## config.mk

```make
export PLATFORM = sky130hd
export DESIGN_NAME = prga_decrypt_fsm
export DESIGN_NICKNAME = d
export VERILOG_FILES = /design/src/rtl/prga_decrypt_fsm.sv
export SDC_FILE = /design/constraint.sdc
export NUM_CORES = 1
export LEC_CHECK = 0
export ABC_AREA = 0
export CORE_AREA = 2 2 77 94
export CTS_CLUSTER_DIAMETER = 200
export CTS_CLUSTER_SIZE = 16
export DETAILED_ROUTE_END_ITERATION = 7
export DIE_AREA = 0 0 79 96
export PLACE_DENSITY = 0.78
export RECOVER_POWER = 50
export SYNTH_ARGS = -nofsm -noshare
export SYNTH_HDL_FRONTEND = slang
export SYNTH_SLANG_ARGS = --single-unit
```

## constraint.sdc

```tcl
create_clock -name clk -period 2.6 [get_ports clk]
set_input_delay 0.52 -clock clk [delete_from_list [all_inputs] [get_ports clk]]
set_output_delay 0.52 -clock clk [all_outputs]
set_load 0.05 [all_outputs]
```

## src/rtl/prga_decrypt_fsm.sv

```systemverilog
// prga_decrypt_fsm: RC4 pseudo-random generation stage.
// Once the key schedule hands over the S memory (start high), this block walks the
// RC4 PRGA over the permuted S array. Each keystream byte is XORed with one byte of
// the encrypted ROM, and the plaintext goes to the decrypted-message RAM.
// Each message byte takes nine states. S memory and ROM have one cycle of read
// latency: the address is driven in an ADDR state and the data is taken in the
// following LATCH state.
module prga_decrypt_fsm #(
    parameter int unsigned MSG_LEN = 32,
    parameter int unsigned K_W     = 8
) (
    input  logic           clk,
    input  logic           reset,
    input  logic           start,
    input  logic [7:0]     s_q,
    output logic [7:0]     s_address,
    output logic [7:0]     s_data,
    output logic           s_wren,
    output logic           s_rden,
    output logic [K_W-1:0] rom_address,
    input  logic [7:0]     rom_q,
    output logic [K_W-1:0] ram_address,
    output logic [7:0]     ram_data,
    output logic           ram_wren,
    output logic           busy,
    output logic           done
);

    typedef enum logic [3:0] {
        StIdle   = 4'd0,
        StAddrI  = 4'd1,
        StLatchI = 4'd2,
        StAddrJ  = 4'd3,
        StLatchJ = 4'd4,
        StWrI    = 4'd5,
        StWrJ    = 4'd6,
        StAddrF  = 4'd7,
        StLatchF = 4'd8,
        StWrOut  = 4'd9,
        StDone   = 4'd10
    } state_e;

    // Index of the final message byte; reaching it in WR_OUT ends the run.
    localparam logic [K_W-1:0] LastK = K_W'(MSG_LEN - 1);

    state_e         state_q, state_d;
    logic [7:0]     i_q, i_d;
    logic [7:0]     j_q, j_d;
    logic [K_W-1:0] k_q, k_d;
    logic [7:0]     si_q, si_d;
    logic [7:0]     sj_q, sj_d;
    logic [7:0]     f_q, f_d;
    logic [7:0]     rom_byte_q, rom_byte_d;

    // State and datapath registers; a low reset forces IDLE and zeroes every index.
    always_ff @(posedge clk) begin
        if (!reset) begin
            state_q    <= StIdle;
            i_q        <= 8'd0;
            j_q        <= 8'd0;
            k_q        <= '0;
            si_q       <= 8'd0;
            sj_q       <= 8'd0;
            f_q        <= 8'd0;
            rom_byte_q <= 8'd0;
        end else begin
            state_q    <= state_d;
            i_q        <= i_d;
            j_q        <= j_d;
            k_q        <= k_d;
            si_q       <= si_d;
            sj_q       <= sj_d;
            f_q        <= f_d;
            rom_byte_q <= rom_byte_d;
        end
    end

    // Next-state and datapath updates; all S-index arithmetic wraps modulo 256.
    always_comb begin
        state_d    = state_q;
        i_d        = i_q;
        j_d        = j_q;
        k_d        = k_q;
        si_d       = si_q;
        sj_d       = sj_q;
        f_d        = f_q;
        rom_byte_d = rom_byte_q;
        case (state_q)
            StIdle: begin
                // start is only looked at here; later drops are ignored.
                if (start) begin
                    i_d     = i_q + 8'd1;
                    state_d = StAddrI;
                end
            end
            StAddrI: state_d = StLatchI;
            StLatchI: begin
                si_d    = s_q;
                j_d     = j_q + s_q;
                state_d = StAddrJ;
            end
            StAddrJ: state_d = StLatchJ;
            StLatchJ: begin
                sj_d    = s_q;
                state_d = StWrI;
            end
            StWrI: state_d = StWrJ;
            StWrJ: state_d = StAddrF;
            StAddrF: state_d = StLatchF;
            StLatchF: begin
                f_d        = s_q;
                rom_byte_d = rom_q;
                state_d    = StWrOut;
            end
            StWrOut: begin
                if (k_q == LastK) begin
                    state_d = StDone;
                end else begin
                    k_d     = k_q + K_W'(1);
                    i_d     = i_q + 8'd1;
                    state_d = StAddrI;
                end
            end
            StDone: state_d = StDone;
            default: state_d = StIdle;
        endcase
    end

    // Moore output decode from the state and the datapath registers.
    always_comb begin
        s_address   = 8'd0;
        s_data      = 8'd0;
        s_wren      = 1'b0;
        s_rden      = 1'b0;
        ram_data    = 8'd0;
        ram_wren    = 1'b0;
        busy        = 1'b1;
        done        = 1'b0;
        rom_address = k_q;
        ram_address = k_q;
        case (state_q)
            StIdle: busy = 1'b0;
            StAddrI: begin
                s_address = i_q;
                s_rden    = 1'b1;
            end
            StAddrJ: begin
                s_address = j_q;
                s_rden    = 1'b1;
            end
            StWrI: begin
                s_address = i_q;
                s_data    = sj_q;
                s_wren    = 1'b1;
            end
            StWrJ: begin
                s_address = j_q;
                s_data    = si_q;
                s_wren    = 1'b1;
            end
            StAddrF: begin
                // Pre-swap si+sj equals post-swap S[i]+S[j].
                s_address = si_q + sj_q;
                s_rden    = 1'b1;
            end
            StWrOut: begin
                ram_data = f_q ^ rom_byte_q;
                ram_wren = 1'b1;
            end
            StDone: begin
                busy = 1'b0;
                done = 1'b1;
            end
            default: busy = 1'b0;
        endcase
    end

endmodule

```

==> impl_metrics.toml <==
[critical_path]
timing.rr.start = "state_q[0]"
crit_end = "s_address[4]"
worstSetupPathType = "reg2out"
crit_fanout = 2
critical_path.startpoint = "sj_q[0]"
ff2ff_setup_slack_ns = 0.28
worst-r2r-cell-count = 5
worstReg2RegEnd = "ram_address[3]"
crit_arrival_ns = 2.10
worst-endpoint-required_ns = 2.08
worst_setup_path_start_kind = "register"
worstSetupEndpointType = "output pin"

[clock_tree]
cts.hold.buffers_added = 0
cts_sinks = 60
number_of_levels_in_the_clock_h_tree = 3
clock_tree.buffer_depth = 2
worst_setup_hold_path_clk_slew_ns = 0.07
cts_tree = "built"
clock_tree.root_cell = "clkbuf_8"
clkLatencyLatePin_ns = 0.35
numCtsBuffers = 9

[route]
m1WireLength_um = 3780
met3_wirelength_um = 491
wl_um = 9410
post-route-drc-count = 0
route.detailed.vias_per_inst = 5.69
drt-wirelength-per-cell_um = 16.0
vias = 3360
drt_first_iter_violations = 329
postRouteAntennaNets = 0
routed-wl-met2_um = 4910
detail_route.first_pass.iterations = 7
highest-signal-layer = "met4"

[synthesis]
post_synth_num_cell_types = 48
yosys_register_bits = 60
synth_edf_count = 0
cell_area_after_synthesis_um2 = 3370
postSynthNetCount = 472
syn-mean-instance-area_um2 = 7.74
share_of_flip_flops_with_an_asynchronous_set_or_reset_pct = 0
postSynthCellCount = 435
synth_top_flop_cell = "dfxtp_1"
synth_seq_area_share_pct = 35.7
ys.warnings.count = 0

[hold_path]
launch_point_of_the_worst_hold_path = "rom_byte_q[1]"
cell_count_of_the_worst_hold_path = 2
hp-class = "reg2reg"

[job]
maxCapViolCount = 0

[layout]
final_layout_size_suffix_gt1_share_pct = 16.7
final_cell_area_um2 = 4680
final_common_cell = "nand2_1"
synthToLayoutAreaGrowth_pct = 38.9
finalNetCount = 535
n_fill_cell = 528
final_cell_mix = "nand2_1, dfxtp_1, a21oi_1"
number_of_antenna_diodes = 0

[sta]
timing.final.hold_violations = 0
report.final.setup_viol = 2
timing.final.ws_setup_ns = -0.0208
maxSlewHeadroom_pct = 32.5
clock_skew_ns = 0.00956
rsz0062_at_grt = "yes"
fmax_mhz = 382
finalMaxSlewViolations = 0
post-route-min-period_ns = 2.62
worstMarginPinSlew_ns = 1.01
final_min_period_over_clock_period_pct = 101
totalNegativeSetupSlack_ns = -0.0399

[global_routing]
globalRouteOverflowTotal = 0
antenna_found_initial = 0
grt_pass1_wl_um = 14800
grt_max_degree = 37
grt.total_usage_pct = 25.5
via_count_of_the_first_global_routing_pass = 3083

[floorplan]
die_height_um = 96
ioPinCount = 64
coreArea_um2 = 6690
die_x_um = 79
floorplan.die_area_um2 = 7580
fp-row-count = 33
start_util_pct = 50.4

[placement]
pre_cts_slack_ns = 0.136
dp.final_hpwl_um = 6760
dpl-instance-area_um2 = 4350
port-buffer-count = 63
gpl.final_weighted_congestion = 0.908

[run_status]
run_status = "finished with violations"
violations = "negative setup slack"

[power_and_ir_drop]
vdd_ir_drop_max_mv = 0.333
p_total_uw = 2440
power_density_nw_per_um2 = 522
power_leakage_uw = 0.00166
==> worst min path at each step <==
stage	end	slack [ns]
final	rom_byte_q[1]	0.47
after global routing	rom_byte_q[6]	0.49
after CTS	rom_byte_q[1]	0.47
after detailed placement	rom_byte_q[1]	0.46
after global placement	rom_byte_q[5]	0.45
after floorplan	rom_byte_q[0]	0.45
==> per-stage QoR <==
| step | hold WS [ns] | util (%) | cells |
|---|---|---|---|
| after CTS | 0.471 | 69.2 | 588 |
| after global placement | 0.454 | 65.0 | 572 |
| after floorplan | 0.449 | - | 435 |
| final | 0.467 | 70.0 | 590 |
| after global routing | 0.486 | 70.0 | 590 |
| after detailed placement | 0.461 | 65.0 | 572 |
==> power breakdown <==
part	switching [µW]	leakage, µW	internal (µW)	total [µW]
Sequential	53.3	0.000487	954	1010
Combinational	205	0.00104	150	354
Clock	388	0.000130	692	1080
Total	646	0.00166	1800	2440
==> critical path, cell delays in order (launching register included) <==
cell and delay, ns:
dfxtp_4 0.36, ha_4 0.17, fa_2 0.37, a21oi_2 0.17, buf_4 0.14, o21bai_4 0.05, xnor2_1 0.23, o21ai_2 0.11
buf_12 0.16
==> cell usage after synthesis (2+ instances only) <==
| library cell | instances | share of area [%] |
|---|---|---|
| clkbuf_1 | 19 | 2.1 |
| dfxtp_1 | 60 | 36 |
| nor2_1 | 42 | 4.7 |
| or3_1 | 2 | 0.37 |
| fa_1 | 2 | 1.2 |
| a222oi_1 | 2 | 0.59 |
| and3_1 | 3 | 0.56 |
| nor4_1 | 2 | 0.37 |
| a211oi_1 | 4 | 0.89 |
| nor3_1 | 11 | 1.6 |
| ha_1 | 16 | 5.9 |
| xnor2_1 | 21 | 5.5 |
| o211ai_1 | 2 | 0.45 |
| o31ai_1 | 3 | 0.67 |
| xor2_1 | 8 | 2.1 |
| nand2_1 | 82 | 9.1 |
| nor2b_1 | 4 | 0.74 |
| mux2i_1 | 3 | 0.89 |
| o21ai_0 | 17 | 2.5 |
| and2_1 | 3 | 0.56 |
| a221o_1 | 2 | 0.59 |
| nand4_1 | 4 | 0.74 |
| a21oi_1 | 51 | 7.6 |
| nand3_1 | 12 | 1.8 |
| inv_1 | 14 | 1.6 |
| nand2b_1 | 2 | 0.37 |
| a22oi_1 | 13 | 2.9 |
| buf_4 | 8 | 1.8 |
| a21o_1 | 2 | 0.45 |
| or4_1 | 3 | 0.67 |
==> logic make-up (layout without fill, tap and decap cells) <==
group,after synthesis,in the layout,share of synthesized area [%]
buffers and inverters,42,110,5.80
adder cells (fa/ha/maj),18,18,7.13
AO/OA/AOI/OAI,103,103,18.6
multiplexers,3,3,0.892
flip-flops,60,60,35.7
AND/OR/NAND/NOR,180,180,24.3
XOR/XNOR,29,29,7.54
==> cell type report <==
type                       count  area [µm²]  share of cell area (%)
clock inverter                 5         108                    2.30
inverter                      14        52.6                    1.12
sequential                    60        1210                    25.8
tap                           87         109                    2.33
clock buffer                  11         151                    3.24
multi-input combinational    333        2040                    43.5
timing repair buffer          80        1010                    21.7
==> what timing repair did <==
action,CTS,global route
pin swaps,3,9
buffers inserted,0,2
resized for setup,7,15
setup endpoints to repair,18,15
==> sequential cells by signal, indices dropped and copies added, names as in the netlist <==
name / count
si_q: 8
j_q: 8
ram_address: 8
state_q: 4
rom_byte_q: 8
i_q: 8
sj_q: 8
f_q: 8
==> per-layer routing <==
metal | up-vias | global-route usage, %
li1 | 1624 | -
met1 | 1586 | 30.3
met2 | 129 | 43.4
met3 | 21 | 6.00
met4 | 0 | 11.9
met5 | - | 0
Note: power is estimated with default switching activity, not from simulation.
